### config.mk
export PLATFORM = sky130hd
export DESIGN_NAME = mem_arbiter_flat
export DESIGN_NICKNAME = d
export VERILOG_FILES = /design/src/rtl/mem_arbiter_if.sv /design/src/rtl/mem_arbiter.sv /design/src/flat_wrapper.sv
export SDC_FILE = /design/constraint.sdc
export NUM_CORES = 1
export LEC_CHECK = 0
export ABC_AREA = 1
export CORE_MARGIN = 8
export CORE_UTILIZATION = 30
export DETAILED_ROUTE_END_ITERATION = 12
export GPL_ROUTABILITY_DRIVEN = 0
export HOLD_SLACK_MARGIN = 0.06
export PLACE_DENSITY = 0.62
export SKIP_CTS_REPAIR_TIMING = 1
export SYNTH_ARGS = -nofsm -noshare
export SYNTH_HDL_FRONTEND = slang
export SYNTH_SLANG_ARGS = --single-unit
### constraint.sdc
create_clock -name clk -period 2.9 [get_ports clk]
set_input_delay 0.29 -clock clk [delete_from_list [all_inputs] [get_ports clk]]
set_output_delay 0.29 -clock clk [all_outputs]
set_load 0.02 [all_outputs]
### src/rtl/mem_arbiter_if.sv
// Requester and SRAM-side signal bundle for mem_arbiter.
// The arbiter uses the slave modport; the requesters and SRAM side use master.
interface mem_arbiter_if #(
    parameter int NUM_REQ = 2
);
    logic [NUM_REQ-1:0]    req_valid;
    logic [NUM_REQ-1:0]    req_we;
    logic [NUM_REQ*32-1:0] req_addr;
    logic [NUM_REQ*4-1:0]  req_width;
    logic [NUM_REQ*32-1:0] req_wdata;
    logic [NUM_REQ-1:0]    req_ready;
    logic [NUM_REQ-1:0]    rsp_valid;
    logic [31:0]           rsp_rdata;
    logic                  rsp_err;
    logic                  mem_ce;
    logic                  mem_we;
    logic [31:0]           mem_addr;
    logic [3:0]            mem_width;
    logic [31:0]           mem_wdata;
    logic [31:0]           mem_rdata;

    modport slave (
        input  req_valid, req_we, req_addr, req_width, req_wdata, mem_rdata,
        output req_ready, rsp_valid, rsp_rdata, rsp_err,
               mem_ce, mem_we, mem_addr, mem_width, mem_wdata
    );

    modport master (
        output req_valid, req_we, req_addr, req_width, req_wdata, mem_rdata,
        input  req_ready, rsp_valid, rsp_rdata, rsp_err,
               mem_ce, mem_we, mem_addr, mem_width, mem_wdata
    );
endinterface

### src/rtl/mem_arbiter.sv
// Round-robin arbiter sharing one SRAM load/store port among NUM_REQ requesters.
// One transaction in flight: IDLE -> ACCEPT -> ISSUE (SRAM_LAT cycles) -> RESP.
module mem_arbiter #(
    parameter int NUM_REQ  = 2,
    parameter int SRAM_LAT = 1
) (
    input  logic          clk,
    input  logic          rst,
    mem_arbiter_if.slave  bus
);
    localparam int PW = $clog2(NUM_REQ);

    typedef enum logic [1:0] {IDLE, ACCEPT, ISSUE, RESP} state_t;

    state_t        state, state_nx;
    logic [PW-1:0] rr, gnt, g_q, idx;
    logic          any_vld;
    logic          sel_we;
    logic [31:0]   sel_addr, sel_wdata;
    logic [3:0]    sel_width;
    logic          lat_we;
    logic [31:0]   lat_addr, lat_wdata;
    logic [3:0]    lat_width;
    logic          err_q;
    logic [2:0]    cnt;
    logic [31:0]   rdata_q;
    logic          legal;
    logic          issue_last;

    // Search order rr, rr+1, .. with wrap; descending loop so the lowest offset wins.
    always_comb begin
        any_vld = 1'b0;
        gnt     = rr;
        idx     = '0;
        for (int k = NUM_REQ - 1; k >= 0; k--) begin
            idx = PW'((int'(rr) + k) % NUM_REQ);
            if (bus.req_valid[idx]) begin
                any_vld = 1'b1;
                gnt     = idx;
            end
        end
    end

    always_comb begin
        sel_we    = 1'b0;
        sel_addr  = '0;
        sel_width = '0;
        sel_wdata = '0;
        for (int r = 0; r < NUM_REQ; r++) begin
            if (PW'(r) == gnt) begin
                sel_we    = bus.req_we[r];
                sel_addr  = bus.req_addr[32*r +: 32];
                sel_width = bus.req_width[4*r +: 4];
                sel_wdata = bus.req_wdata[32*r +: 32];
            end
        end
    end

    always_comb begin
        case (lat_width)
            4'd1:    legal = 1'b1;
            4'd2:    legal = ~lat_addr[0];
            4'd4:    legal = (lat_addr[1:0] == 2'b00);
            default: legal = 1'b0;
        endcase
    end

    assign issue_last = (cnt == 3'(SRAM_LAT - 1));

    always_comb begin
        state_nx = state;
        case (state)
            IDLE:    if (any_vld) state_nx = ACCEPT;
            ACCEPT:  state_nx = legal ? ISSUE : RESP;
            ISSUE:   if (issue_last) state_nx = RESP;
            RESP:    state_nx = IDLE;
            default: state_nx = IDLE;
        endcase
    end

    always_comb begin
        bus.req_ready = '0;
        bus.rsp_valid = '0;
        bus.rsp_err   = 1'b0;
        bus.rsp_rdata = '0;
        bus.mem_ce    = 1'b0;
        bus.mem_we    = 1'b0;
        bus.mem_addr  = '0;
        bus.mem_width = '0;
        bus.mem_wdata = '0;
        if (state == IDLE && any_vld) bus.req_ready[gnt] = 1'b1;
        if (state == RESP) begin
            bus.rsp_valid[g_q] = 1'b1;
            bus.rsp_err        = err_q;
            bus.rsp_rdata      = rdata_q;
        end
        if (state == ISSUE) begin
            bus.mem_ce    = 1'b1;
            bus.mem_we    = lat_we;
            bus.mem_addr  = lat_addr;
            bus.mem_width = lat_width;
            bus.mem_wdata = lat_wdata;
        end
    end

    always_ff @(posedge clk or posedge rst) begin
        if (rst) begin
            state     <= IDLE;
            rr        <= '0;
            g_q       <= '0;
            lat_we    <= 1'b0;
            lat_addr  <= '0;
            lat_width <= '0;
            lat_wdata <= '0;
            err_q     <= 1'b0;
            cnt       <= '0;
            rdata_q   <= '0;
        end else begin
            state <= state_nx;
            case (state)
                IDLE: if (any_vld) begin
                    g_q       <= gnt;
                    lat_we    <= sel_we;
                    lat_addr  <= sel_addr;
                    lat_width <= sel_width;
                    lat_wdata <= sel_wdata;
                    err_q     <= 1'b0;
                    cnt       <= '0;
                    rdata_q   <= '0;
                end
                ACCEPT: err_q <= ~legal;
                ISSUE: begin
                    cnt <= cnt + 3'd1;
                    // Stores leave rdata_q at the zero loaded on accept.
                    if (issue_last && !lat_we) rdata_q <= bus.mem_rdata;
                end
                RESP: rr <= (int'(g_q) == NUM_REQ - 1) ? '0 : g_q + 1'b1;
                default: ;
            endcase
        end
    end
endmodule
### src/flat_wrapper.sv
// flat-port wrapper written by rule: the top's interface ports become plain ports
module mem_arbiter_flat 
#(
    parameter int NUM_REQ  = 2,
    parameter int SRAM_LAT = 1
)
  (clk, rst, bus_req_valid, bus_req_we, bus_req_addr, bus_req_width, bus_req_wdata, bus_mem_rdata, bus_req_ready, bus_rsp_valid, bus_rsp_rdata, bus_rsp_err, bus_mem_ce, bus_mem_we, bus_mem_addr, bus_mem_width, bus_mem_wdata);
  mem_arbiter_if #(.NUM_REQ(NUM_REQ)) bus_i ();
  input  logic clk;
  input  logic rst;
  input wire logic [$bits(bus_i.req_valid)-1:0] bus_req_valid;
  input wire logic [$bits(bus_i.req_we)-1:0] bus_req_we;
  input wire logic [$bits(bus_i.req_addr)-1:0] bus_req_addr;
  input wire logic [$bits(bus_i.req_width)-1:0] bus_req_width;
  input wire logic [$bits(bus_i.req_wdata)-1:0] bus_req_wdata;
  input wire logic [$bits(bus_i.mem_rdata)-1:0] bus_mem_rdata;
  output wire logic [$bits(bus_i.req_ready)-1:0] bus_req_ready;
  output wire logic [$bits(bus_i.rsp_valid)-1:0] bus_rsp_valid;
  output wire logic [$bits(bus_i.rsp_rdata)-1:0] bus_rsp_rdata;
  output wire logic [$bits(bus_i.rsp_err)-1:0] bus_rsp_err;
  output wire logic [$bits(bus_i.mem_ce)-1:0] bus_mem_ce;
  output wire logic [$bits(bus_i.mem_we)-1:0] bus_mem_we;
  output wire logic [$bits(bus_i.mem_addr)-1:0] bus_mem_addr;
  output wire logic [$bits(bus_i.mem_width)-1:0] bus_mem_width;
  output wire logic [$bits(bus_i.mem_wdata)-1:0] bus_mem_wdata;
  assign bus_i.req_valid = bus_req_valid;
  assign bus_i.req_we = bus_req_we;
  assign bus_i.req_addr = bus_req_addr;
  assign bus_i.req_width = bus_req_width;
  assign bus_i.req_wdata = bus_req_wdata;
  assign bus_i.mem_rdata = bus_mem_rdata;
  assign bus_req_ready = bus_i.req_ready;
  assign bus_rsp_valid = bus_i.rsp_valid;
  assign bus_rsp_rdata = bus_i.rsp_rdata;
  assign bus_rsp_err = bus_i.rsp_err;
  assign bus_mem_ce = bus_i.mem_ce;
  assign bus_mem_we = bus_i.mem_we;
  assign bus_mem_addr = bus_i.mem_addr;
  assign bus_mem_width = bus_i.mem_width;
  assign bus_mem_wdata = bus_i.mem_wdata;
  mem_arbiter #(.NUM_REQ(NUM_REQ), .SRAM_LAT(SRAM_LAT)) u_core (.clk(clk), .rst(rst), .bus(bus_i));
endmodule
# After elaboration in Yosys (flattened, before gate mapping)
# Index checks and enable logic that the tools add are counted.
# word_totals
ff_bits,109
# op_classes
add_sub_neg,3
order_cmp,6
eq_ne,9
n_mux,38
bitwise_logic,2
reduce_logical,15
# ops
cell,count
$mux 32,7
$pmux 32 s2,1
$mux 1,17
$lt 1x2->1 const B,4
$mux 2,4
$mux 4,2
$pmux 2 s4,1
$reduce_and 2->1,4
$pmux 3 s2,1
$eq 2x2->1 const B,2
$eq 4x1->1 const B,1
$eq 4x2->1 const B,1
$eq 4x3->1 const B,1
$logic_and 1x1->1,4
$logic_not 2->1,2
$ne 2x1->1 const B,2
$reduce_bool 2->1,2
$add 3x1->3 const B,1
$logic_not 3->1,1
$mux 3,1
$pmux 1 s3,1
$reduce_and 3->1,1
$add 1x1->1 const B,2
$demux 1 s1,2
other kinds (6),8

# Logic depth before layout (Yosys ltp)
# Gate-level depths: netlist of the first run.
# logic_depth
depth_word,10
ltp_mapped,9
depth_no_buf,9

# Worst setup path after synthesis of the first run
# Ideal clock, no wire load.
# synth_timing
path_type,flip-flop to output port
from,register u_core.state[0]
to,output bus_mem_addr[0]
arrival_ns,1.741
setup_slack_ns,0.869
path_stages_with_launch,8
n_path_buf,3
path_cell_list,dfrtp_1 -> inv_1 -> ha_1 -> buf_2 -> clkbuf_1 -> clkbuf_1 -> nand2_1 -> inv_1
# synth_between
elab_chain_cells,2
# synth_lines
element,line_no,rtl
from (decl),mem_arbiter.sv:15,"state_t state, state_nx;"
from (signal assigned),mem_arbiter.sv:119,state <= state_nx;
$eq 2x2->1,mem_arbiter.sv:97,if (state == ISSUE) begin
$mux 32,mem_arbiter.sv:97,
to (decl),flat_wrapper.sv:23,output wire logic [$bits(bus_i.mem_addr)-1:0] bus_mem_addr;
# No other way between the ends.

# Final worst setup path of the first run
# layout_timing
from,register u_core.state[0]
to,output bus_mem_addr[5]
# Same word-level chain as after synthesis.

==> impl_metrics.ini, run 1 <==
[cts]
clk-insertion-delay-late_ns = 0.35
h-tree-depth = 3
cts_buffers = 9
clk_pin_slew_ns = 0.07
cts_root_buf = clkbuf_16
clock_path_buffers = 2
clock-sinks = 109
cts_tree = yes

[setup_path]
timing.critical_path.to = bus_mem_addr[5]
critPathArrivalTime_ns = 2.39
crit_type = reg -> out
critPathLaunch = u_core.state[0]$_DFFE_PP0P_
r2r_slack_ns = 0.61
worst-r2r-cell-count = 7
cp.required_ns = 2.61
critPathMaxFanout = 27
path_delay_family = buffers and inverters
crit_path_start_kind = flop
r2r_start = u_core.state[0]$_DFFE_PP0P_
r2r_end = u_core.lat_addr[9]$_DFFE_PP0P_
critPathMaxStageDelay_ns = 0.59
cp_slowest_cell = clkdlybuf4s50_1
path_cells = inv_1 -> ha_4 -> buf_4 -> nand2_1 -> inv_1 -> clkdlybuf4s50_1
path_buf_inv = 4
cpMostUsedCell = inv_1
critPathCaptureType = output pin
cp.depth = 6

[global_routing]
grt_overflow = 0
grt_pass1_wl_mm = 32.4
grt_util_all_layers = 0.157
grt_max_degree = 71
antenna_found_initial = 0
grt_pass1_vias = 5908

[detailed_routing]
drc_errors = 0
dr.pass1.iters = 4
drtIter0Drc = 216
vias = 5628
antenna_left = 0
wire_per_inst_um = 15.1
wl_mm = 20.0
via_per_inst = 4.25

[job]
maxCapViolations = 0

[timing]
slew_headroom = 0.443
hold_viol = 0
fin_crit_sh = 0.923
finClkSkew_ns = 0.00990
finalSetupTns_ns = 0
tightest_slew_ns = 0.834
fmax_mhz = 374
hold_ws_ns = 0.451
slew_viol_final = 0
rsz0062_at_grt = false
setup_viol = 0
fin_crit_ns = 2.68

[placement]
dp_hpwl_mm = 14.6
port_buffers = 280

[finish]
final_layout_size_suffix_gt1_frac = 0.161
fin_nets = 1230
antennaDiodeCount = 0
area_delta_synth_final_pct = 54.8
nFillCells = 2040

[synthesis]
synth.area.top_cells = dfrtp_1 (44%), nand2_1 (19%), nand3_2 (11%), inv_1 (7.3%), nand2_2 (6.9%)
syn_area_mm2 = 0.00614
syn-instance-count = 791
yosysUniqueCellTypes = 21
yosys.area.top_type_share = 0.445
synth_area_per_cell_um2 = 7.76
yosysSeqAreaShare = 0.445
yosysTopAreaCell = dfrtp_1
synth_nets = 972
synth-seq-cells = 109
yosys_warnings = 0

[min_path]
hold_path.class = in -> async

[floorplan]
std_cell_rows = 52
die_w_um = 159
start_util = 0.304
fp.coreArea_mm2 = 0.0202
die_h_um = 159
die_area_mm2 = 0.0253
ios = 281

[power_and_ir_drop]
power.leakage_uw = 0.00496
vdd_drop_max_uv = 384
power_density_mw_per_mm2 = 871

[outcome]
status = complete, no violations
## sequential cells by signal, summed over array words and instances, names as in the netlist
| name | cells |
|---|---|
| u_core.cnt | 3 |
| u_core.err_q | 1 |
| u_core.g_q | 1 |
| u_core.lat_addr | 32 |
| u_core.lat_wdata | 32 |
| u_core.lat_we | 1 |
| u_core.lat_width | 4 |
| u_core.rdata_q | 32 |
| u_core.rr | 1 |
| u_core.state | 2 |
## worst register-to-register path, stage by stage (launching register included)
cell and delay [ns]:
dfrtp_1 0.42, inv_1 0.16, ha_1 0.33, inv_2 0.12, a211oi_4 0.25, buf_4 0.65, nand2_1 0.23, nand3_2 0.09
## metrics by stage
step / total power [µW] / util / setup WS (ns) / instance area, µm² / instances
global placement: 7140 / 0.457 / 0.576 / 9220 / 1308
floorplan: 5440 / - / 0.869 / 6140 / 791
finish: 8270 / 0.471 / 0.225 / 9500 / 1324
detailed placement: 7190 / 0.457 / 0.548 / 9220 / 1308
global route: 8960 / 0.471 / 0.0279 / 9500 / 1324
CTS: 8440 / 0.471 / 0.147 / 9500 / 1324
## kinds of logic after synthesis
logic type / synth area share
AO/OA/AOI/OAI: 0.0473
XOR/XNOR: 0.00143
adder cells (fa/ha/maj): 0.0143
buffers and inverters: 0.112
flip-flops: 0.445
AND/OR/NAND/NOR: 0.381
## Yosys cell counts (all sizes together)
| library cell | count |
|---|---|
| nand2 | 381 |
| a211oi | 2 |
| inv | 122 |
| dfrtp | 109 |
| nor2 | 6 |
| ha | 7 |
| nand3 | 73 |
| buf | 18 |
| o211ai | 3 |
| clkbuf | 25 |
| nand4 | 2 |
| o21ai | 41 |
| xor2 | 1 |
| a21oi | 1 |
## placed cells by master, fill, tap and decap left out, types with 2 or more instances in the layout
cell             netlist  final
nand2_1              313    313
clkdlybuf4s50_1        0    280
inv_1                120    119
dfrtp_1              109    109
nand2_2               68     68
nand3_2               67     67
o21ai_1               32     32
clkbuf_16              0      9
o21ai_0                7      7
nor2_1                 6      6
nand3_1                6      6
ha_1                   7      6
buf_12                 0      6
buf_4                  0      4
nand4_1                2      2
inv_2                  2      2
a211oi_4               2      2
o211ai_2               2      2
clkinvlp_4             0      2
clkinv_2               0      2
## cell type report
| cell class | count | area (µm²) | area share |
|---|---|---|---|
| repair buffers | 290 | 2950 | 0.311 |
| flip-flops and latches | 109 | 2730 | 0.287 |
| clock inverters | 5 | 35.0 | 0.00369 |
| clock buffers | 11 | 243 | 0.0255 |
| inverters | 122 | 462 | 0.0486 |
| multi-input cells | 517 | 2740 | 0.289 |
| well taps | 270 | 338 | 0.0356 |
## worst min path at each step
stage	endpoint	depth (start not counted)	startpoint
2_1_floorplan	u_core.lat_addr[10]$_DFFE_PP0P_	2	bus_req_addr[10]
3_3_place_gp	u_core.rdata_q[28]$_DFFE_PP0P_	2	u_core.rdata_q[28]$_DFFE_PP0P_
3_5_place_dp	u_core.rdata_q[20]$_DFFE_PP0P_	2	u_core.rdata_q[20]$_DFFE_PP0P_
4_1_cts	u_core.lat_wdata[7]$_DFFE_PP0P_	3	bus_req_wdata[39]
5_1_grt	u_core.lat_wdata[19]$_DFFE_PP0P_	3	bus_req_wdata[51]
6_report	u_core.rdata_q[17]$_DFFE_PP0P_	2	rst
## routing by layer
metal | vias up | share of wire | global-route usage | wire length [µm]
li1 | 2876 | - | - | -
met4 | 0 | 0.014 | 0.0420 | 274
met1 | 2537 | 0.44 | 0.194 | 8740
met3 | 13 | 0.11 | 0.0708 | 2220
met2 | 202 | 0.44 | 0.244 | 8750
met5 | - | 0 | 0 | 0
## power breakdown
part           total [µW]  internal, µW  switching, µW
registers            2630          2220            410
clock network        1210           611            599
logic                4430          1870           2560
total                8270          4700           3570
(Power assumes the default switching activity.)
==> inputs of run 2 (changes only) <==
--- a/config.mk
+++ b/config.mk
@@ -13,6 +13,7 @@
 export HOLD_SLACK_MARGIN = 0.06
 export PLACE_DENSITY = 0.62
 export SKIP_CTS_REPAIR_TIMING = 1
+export SLEW_MARGIN = 20
 export SYNTH_ARGS = -nofsm -noshare
 export SYNTH_HDL_FRONTEND = slang
 export SYNTH_SLANG_ARGS = --single-unit
==> results of run 2 <==
Same layout as run 1: the final DEF is identical, and so are final timing and power.
==> edit 1, RTL diff (config.mk and constraints of run 1) <==
`NUM_REQ` is set to 2 in 3 places; all go to 4.
--- a/src/rtl/mem_arbiter_if.sv
+++ b/src/rtl/mem_arbiter_if.sv
@@ -1,7 +1,7 @@
 // Requester and SRAM-side signal bundle for mem_arbiter.
 // The arbiter uses the slave modport; the requesters and SRAM side use master.
 interface mem_arbiter_if #(
-    parameter int NUM_REQ = 2
+    parameter int NUM_REQ = 4
 );
     logic [NUM_REQ-1:0]    req_valid;
     logic [NUM_REQ-1:0]    req_we;
--- a/src/rtl/mem_arbiter.sv
+++ b/src/rtl/mem_arbiter.sv
@@ -1,7 +1,7 @@
 // Round-robin arbiter sharing one SRAM load/store port among NUM_REQ requesters.
 // One transaction in flight: IDLE -> ACCEPT -> ISSUE (SRAM_LAT cycles) -> RESP.
 module mem_arbiter #(
-    parameter int NUM_REQ  = 2,
+    parameter int NUM_REQ  = 4,
     parameter int SRAM_LAT = 1
 ) (
     input  logic          clk,
--- a/src/flat_wrapper.sv
+++ b/src/flat_wrapper.sv
@@ -1,7 +1,7 @@
 // flat-port wrapper written by rule: the top's interface ports become plain ports
 module mem_arbiter_flat 
 #(
-    parameter int NUM_REQ  = 2,
+    parameter int NUM_REQ  = 4,
     parameter int SRAM_LAT = 1
 )
   (clk, rst, bus_req_valid, bus_req_we, bus_req_addr, bus_req_width, bus_req_wdata, bus_mem_rdata, bus_req_ready, bus_rsp_valid, bus_rsp_rdata, bus_rsp_err, bus_mem_ce, bus_mem_we, bus_mem_addr, bus_mem_width, bus_mem_wdata);
Interface: changed (7 resized); port bits go from 281 to 425. The function was not compared with the original's and may differ.
==> edit 1 against run 1 <==
Count of clock-buffer cells in the layout decreased by 2; sequential cell count increased by 2; clock skew increased by 0.0018 ns; core utilization increased by 0.45 points; first-iteration DRC count increased to 3.0 times the old value; non-clock buffer count increased by 158; synthesized area increased by 41%; largest cell class unchanged; worst setup slack got worse by 0.024 ns; total power increased by 85%; clock power increased by 13%; critical path depth unchanged; routed wire length increased by 87%; cell area increased by 43%.
==> edit 1: results (changes against run 1) <==
DRC violation count after routing=0 (unchanged); Pleak=0.00713 uW (was 0.00496 uW); router iterations before antenna repair=5 (was 4); share of post-route cells with drive strength above 1=0.0350 (was 0.161); total wire length after detailed routing=37.4 mm (was 20.0 mm); main area contributors after synthesis=sky130_fd_sc_hd__dfrtp_1 (32%), sky130_fd_sc_hd__nand2_1 (19%), sky130_fd_sc_hd__inv_1 (10%) (was sky130_fd_sc_hd__dfrtp_1 (44%), sky130_fd_sc_hd__nand2_1 (19%), sky130_fd_sc_hd__nand3_2 (11%)); combinational power share=0.730 (was 0.536); number of buffers between clock root and the deepest sink=2 (unchanged); number of warning messages in the yosys log=0 (unchanged); Synthesized Nets=1,674 (was 972); HPWL after DPL=28.7 mm (was 14.6 mm); number of DRC markers after the initial detailed-route iteration=647 (was 216); clock buffers created by TritonCTS=9 (unchanged); pin count of the biggest net entering global routing=109 (was 71); net count reported at finish=2,032 (was 1,230); signal arrival time at the worst endpoint=2.41 ns (was 2.39 ns); worst clock skew=0.0117 ns (was 0.00990 ns); asr flop ratio synth=1.00 (unchanged); count of different cell masters after synthesis=28 (was 21); IR Drop Worst-Case VDD=1200 uV (was 384 uV); leading register cell type out of synthesis=sky130_fd_sc_hd__dfrtp_1 (unchanged); library cell used as clock root buffer=sky130_fd_sc_hd__clkbuf_16 (unchanged); global-route usage over all layers=0.206 (was 0.157); first-pass GRT wire length=55.4 mm (was 32.4 mm); clock-pin slew of the registers on the worst-case setup and hold paths=0.09 ns (was 0.07 ns); initial antenna violation count=3 (was 0); largest fanout on the critical path=20 (was 27); most instantiated cells after synthesis=sky130_fd_sc_hd__nand2_1 (442), sky130_fd_sc_hd__inv_1 (232), sky130_fd_sc_hd__nand3_1 (173), sky130_fd_sc_hd__dfrtp_1 (111) (was sky130_fd_sc_hd__nand2_1 (313), sky130_fd_sc_hd__inv_1 (120), sky130_fd_sc_hd__dfrtp_1 (109), sky130_fd_sc_hd__nand2_2 (68), sky130_fd_sc_hd__nand3_2 (67)); insertion delay to the later sink of the worst-skew pair=0.36 ns; post-synthesis sequential area ratio=0.321 (was 0.445); Fin. Hold Viols=0 (unchanged); PortBufs=424 (was 280); class of the tightest hold or removal check=in2async (unchanged); post-placement cell area=13,200 um^2 (was 9220 um^2); top flop regs=u_core.lat_addr x32, u_core.lat_wdata x32, u_core.rdata_q x32 (unchanged); H-tree level count=3 (unchanged); drt via density=4.70 (was 4.25); status=complete, no violations (unchanged); vias in the first global route=9,462 (was 5,908); tightest slew margin relative to the limit=0.371 (was 0.443); net switching power figure=8220 uW (was 3570 uW)
edit 1: critical path, stage by stage (launching register included):
cell and delay, ns:
sky130_fd_sc_hd__dfrtp_1 0.41, sky130_fd_sc_hd__inv_1 0.15, sky130_fd_sc_hd__ha_4 0.40, sky130_fd_sc_hd__buf_4 0.30, sky130_fd_sc_hd__nand2_1 0.07, sky130_fd_sc_hd__inv_1 0.06, sky130_fd_sc_hd__clkdlybuf4s50_1 0.66
edit 1: cell type report:
type	count	area, um^2
inverters	238	900
multi-input cells	900	4510
clock buffers	9	225
fillers	2924	15000
diodes	2	5.00
repair buffers	448	4580
clock inverters	7	88.8
flip-flops and latches	111	2780
well taps	384	480
edit 1: worst paths after layout:
kind                                                       from                         endpoint  slack, ns  depth (start not counted)
max in group asynchronous                                   rst         u_core.rr[0]$_DFFE_PP0P_       1.75                          3
worst max-delay path                u_core.state[0]$_DFFE_PP0P_                 bus_mem_addr[28]       0.20                          6
min in group clk                u_core.lat_addr[20]$_DFFE_PP0P_  u_core.lat_addr[20]$_DFFE_PP0P_       0.48                          2
worst min-delay path                                        rst  u_core.lat_addr[11]$_DFFE_PP0P_       0.41                          2
worst min register to register  u_core.lat_addr[20]$_DFFE_PP0P_  u_core.lat_addr[20]$_DFFE_PP0P_       0.48                          2
worst max register to register         u_core.rr[0]$_DFFE_PP0P_  u_core.lat_addr[31]$_DFFE_PP0P_       0.36                         13
edit 1: kinds of logic after synthesis:
| kind of cell | count (synthesis) | synth area share |
|---|---|---|
| adders and majority gates | 10 | 0.0145 |
| AOI/OAI and AO/OA | 115 | 0.0867 |
| xor gates and xnor gates | 1 | 0.00101 |
| DFF | 111 | 0.321 |
| buffers and inverters | 339 | 0.162 |
| and+or+nand+nor | 774 | 0.415 |
edit 1: power by group through the flow:
| stage | logic, uW | clock network [uW] | registers, uW |
|---|---|---|---|
| finish | 11200 | 1370 | 2770 |
| global route | 12400 | 1480 | 2870 |
| CTS | 11300 | 1440 | 2770 |
| detailed placement | 11200 | 0 | 2790 |
| global placement | 11100 | 0 | 2770 |
| floorplan | 7850 | 0 | 2650 |
edit 1: routing by layer:
layer,share of wire,up-vias,global-route usage,wire [um]
li1,-,4943,-,-
met1,0.41,4537,0.257,15400
met2,0.48,336,0.341,18200
met3,0.082,41,0.0576,3090
met4,0.021,2,0.0597,782
met5,0.00024,-,0,9
edit 1: per-stage QoR:
| stage | setup WS (ns) | setup TNS (ns) | std cells | hold WS, ns |
|---|---|---|---|---|
| after floorplan | 0.731 | 0 | 1350 | 0.440 |
| after global placement | 0.162 | 0 | 2080 | 0.462 |
| after detailed placement | 0.135 | 0 | 2080 | 0.465 |
| after CTS | -0.151 | -0.480 | 2096 | 0.454 |
| after global routing | 0.0411 | 0 | 2099 | 0.470 |
| final | 0.201 | 0 | 2099 | 0.414 |
==> edit 2, RTL diff (settings of run 1) <==
Without the edit above. Encoding of `state_t`: now one-hot (4 bits for 4 states).
--- a/src/rtl/mem_arbiter.sv
+++ b/src/rtl/mem_arbiter.sv
@@ -10,7 +10,7 @@
 );
     localparam int PW = $clog2(NUM_REQ);
 
-    typedef enum logic [1:0] {IDLE, ACCEPT, ISSUE, RESP} state_t;
+    typedef enum logic [3:0] {IDLE = 4'b0001, ACCEPT = 4'b0010, ISSUE = 4'b0100, RESP = 4'b1000} state_t;
 
     state_t        state, state_nx;
     logic [PW-1:0] rr, gnt, g_q, idx;
Behaviour: same outputs for any inputs over 4 cycles, from zero or initial values and one cycle with rst high; so few cycles prove little.
==> edit 2 against run 1 <==
Sequential power is 8.4% lower; via count is 0.20% lower; total power is 29% lower; routed wire length is 3.2% lower; sequential cell count is 2 higher; clock skew is 0.0010 ns lower; worst setup slack better by 0.17 ns; count of clock-buffer cells in the layout stayed put; synthesized area is 8.7% lower; cell area is 6.5% lower; critical path depth is 1 lower; largest cell class unchanged.
==> edit 2: results (changes against run 1) <==
vias in the first global route=5,566 (was 5,908); Pleak=0.00411 uW (was 0.00496 uW); IR Drop Worst-Case VDD=304 uV (was 384 uV); router iterations before antenna repair=5 (was 4); share of post-route cells with drive strength above 1=0.0339 (was 0.161); global-route usage over all layers=0.165 (was 0.157); Total Die Area=23,300 um^2 (was 25,300 um^2); termination of the worst setup path=bus_rsp_rdata[2] (was bus_mem_addr[5]); launch point of the worst reg-to-reg path=u_core.state[2]$_DFFE_PP0P_ (was u_core.state[0]$_DFFE_PP0P_); Synthesized Nets=971 (was 972); signal arrival time at the worst endpoint=2.22 ns (was 2.39 ns); per-cell routed wire length=14.9 um (was 15.1 um); first-pass GRT wire length=31.0 mm (was 32.4 mm); clock-pin slew of the registers on the worst-case setup and hold paths=0.07 ns (about the same); tightest slew margin relative to the limit=0.459 (was 0.443); post-placement cell area=8610 um^2 (was 9220 um^2); largest fanout on the critical path=32 (was 27); main area contributors after synthesis=sky130_fd_sc_hd__dfrtp_1 (49%), sky130_fd_sc_hd__nand2_1 (21%), sky130_fd_sc_hd__inv_1 (7.8%) (was sky130_fd_sc_hd__dfrtp_1 (44%), sky130_fd_sc_hd__nand2_1 (19%), sky130_fd_sc_hd__nand3_2 (11%)); number of DRC markers after the initial detailed-route iteration=299 (was 216); worst reg2reg endpoint=u_core.cnt[2]$_DFFE_PP0P_ (was u_core.lat_addr[9]$_DFFE_PP0P_); count of different cell masters after synthesis=22 (was 21); net count reported at finish=1,234 (was 1,230); post-synthesis sequential area ratio=0.496 (was 0.445); status=complete, no violations (unchanged); startpoint of the most critical setup path=u_core.state[0]$_DFFE_PP1P_ (was u_core.state[0]$_DFFE_PP0P_); FF-to-FF setup slack=0.93 ns (was 0.61 ns); HPWL after DPL=13.9 mm (was 14.6 mm); most instantiated cells after synthesis=sky130_fd_sc_hd__nand2_1 (317), sky130_fd_sc_hd__inv_1 (117), sky130_fd_sc_hd__nor2_1 (112), sky130_fd_sc_hd__dfrtp_1 (110), sky130_fd_sc_hd__nand3_1 (76) (was sky130_fd_sc_hd__nand2_1 (313), sky130_fd_sc_hd__inv_1 (120), sky130_fd_sc_hd__dfrtp_1 (109), sky130_fd_sc_hd__nand2_2 (68), sky130_fd_sc_hd__nand3_2 (67)); Antenna Diode Count=0 (unchanged); filler instances=1,883 (was 2,040); Largest stage delay, worst path=0.64 ns (was 0.59 ns)
edit 2: cell count changes in the layout (fill, tap and decap cells not counted), sizes merged, moves of 2 or more:
cell / run 1 / this run
ha: 7 / 2
o211ai: 3 / 0
o21ai: 41 / 6
nor2: 6 / 116
a21oi: 1 / 3
nand3: 73 / 77
inv: 122 / 117
a211oi: 2 / 0
nand2: 381 / 318
edit 2: routing by layer:
| metal | vias to the layer above | routed length (um) | GRT usage |
|---|---|---|---|
| met5 | - | 0 | 0 |
| met4 | 0 | 255 | 0.0471 |
| met3 | 14 | 1200 | 0.0462 |
| met2 | 136 | 9600 | 0.281 |
| met1 | 2599 | 8300 | 0.199 |
| li1 | 2868 | - | - |
edit 2: through the flow:
stage               setup WS [ns]  instances   util  power [uW]
finish                      0.392       1297  0.480        5850
global route                0.218       1297  0.480        6370
CTS                         0.342       1297  0.480        5970
detailed placement          0.513       1281  0.465        4740
global placement            0.563       1281  0.465        4700
floorplan                    1.27        795      -        3970
edit 2: layout make-up:
cell class | instances | share of cell area
clock buffer | 11 | 0.0273
clock inverter | 5 | 0.00380
inverter | 118 | 0.0503
multi-input combinational | 527 | 0.241
sequential | 111 | 0.313
tap | 234 | 0.0330
timing repair buffer | 291 | 0.332
edit 2: power groups by stage:
stage	logic [uW]	clock network, uW	registers (uW)
final	2260	1190	2410
after global placement	2270	0	2430
after floorplan	1610	0	2360
after CTS	2320	1240	2410
after detailed placement	2310	0	2430
after global routing	2590	1300	2480
edit 2: kinds of logic (layout without fill, tap and decap cells):
family,count (synthesis),in the layout,share of synthesized area
compound gates,9,9,0.00804
fa+ha+maj,2,2,0.00447
flops,111,111,0.496
simple gates,516,516,0.369
buf+inv,157,425,0.122
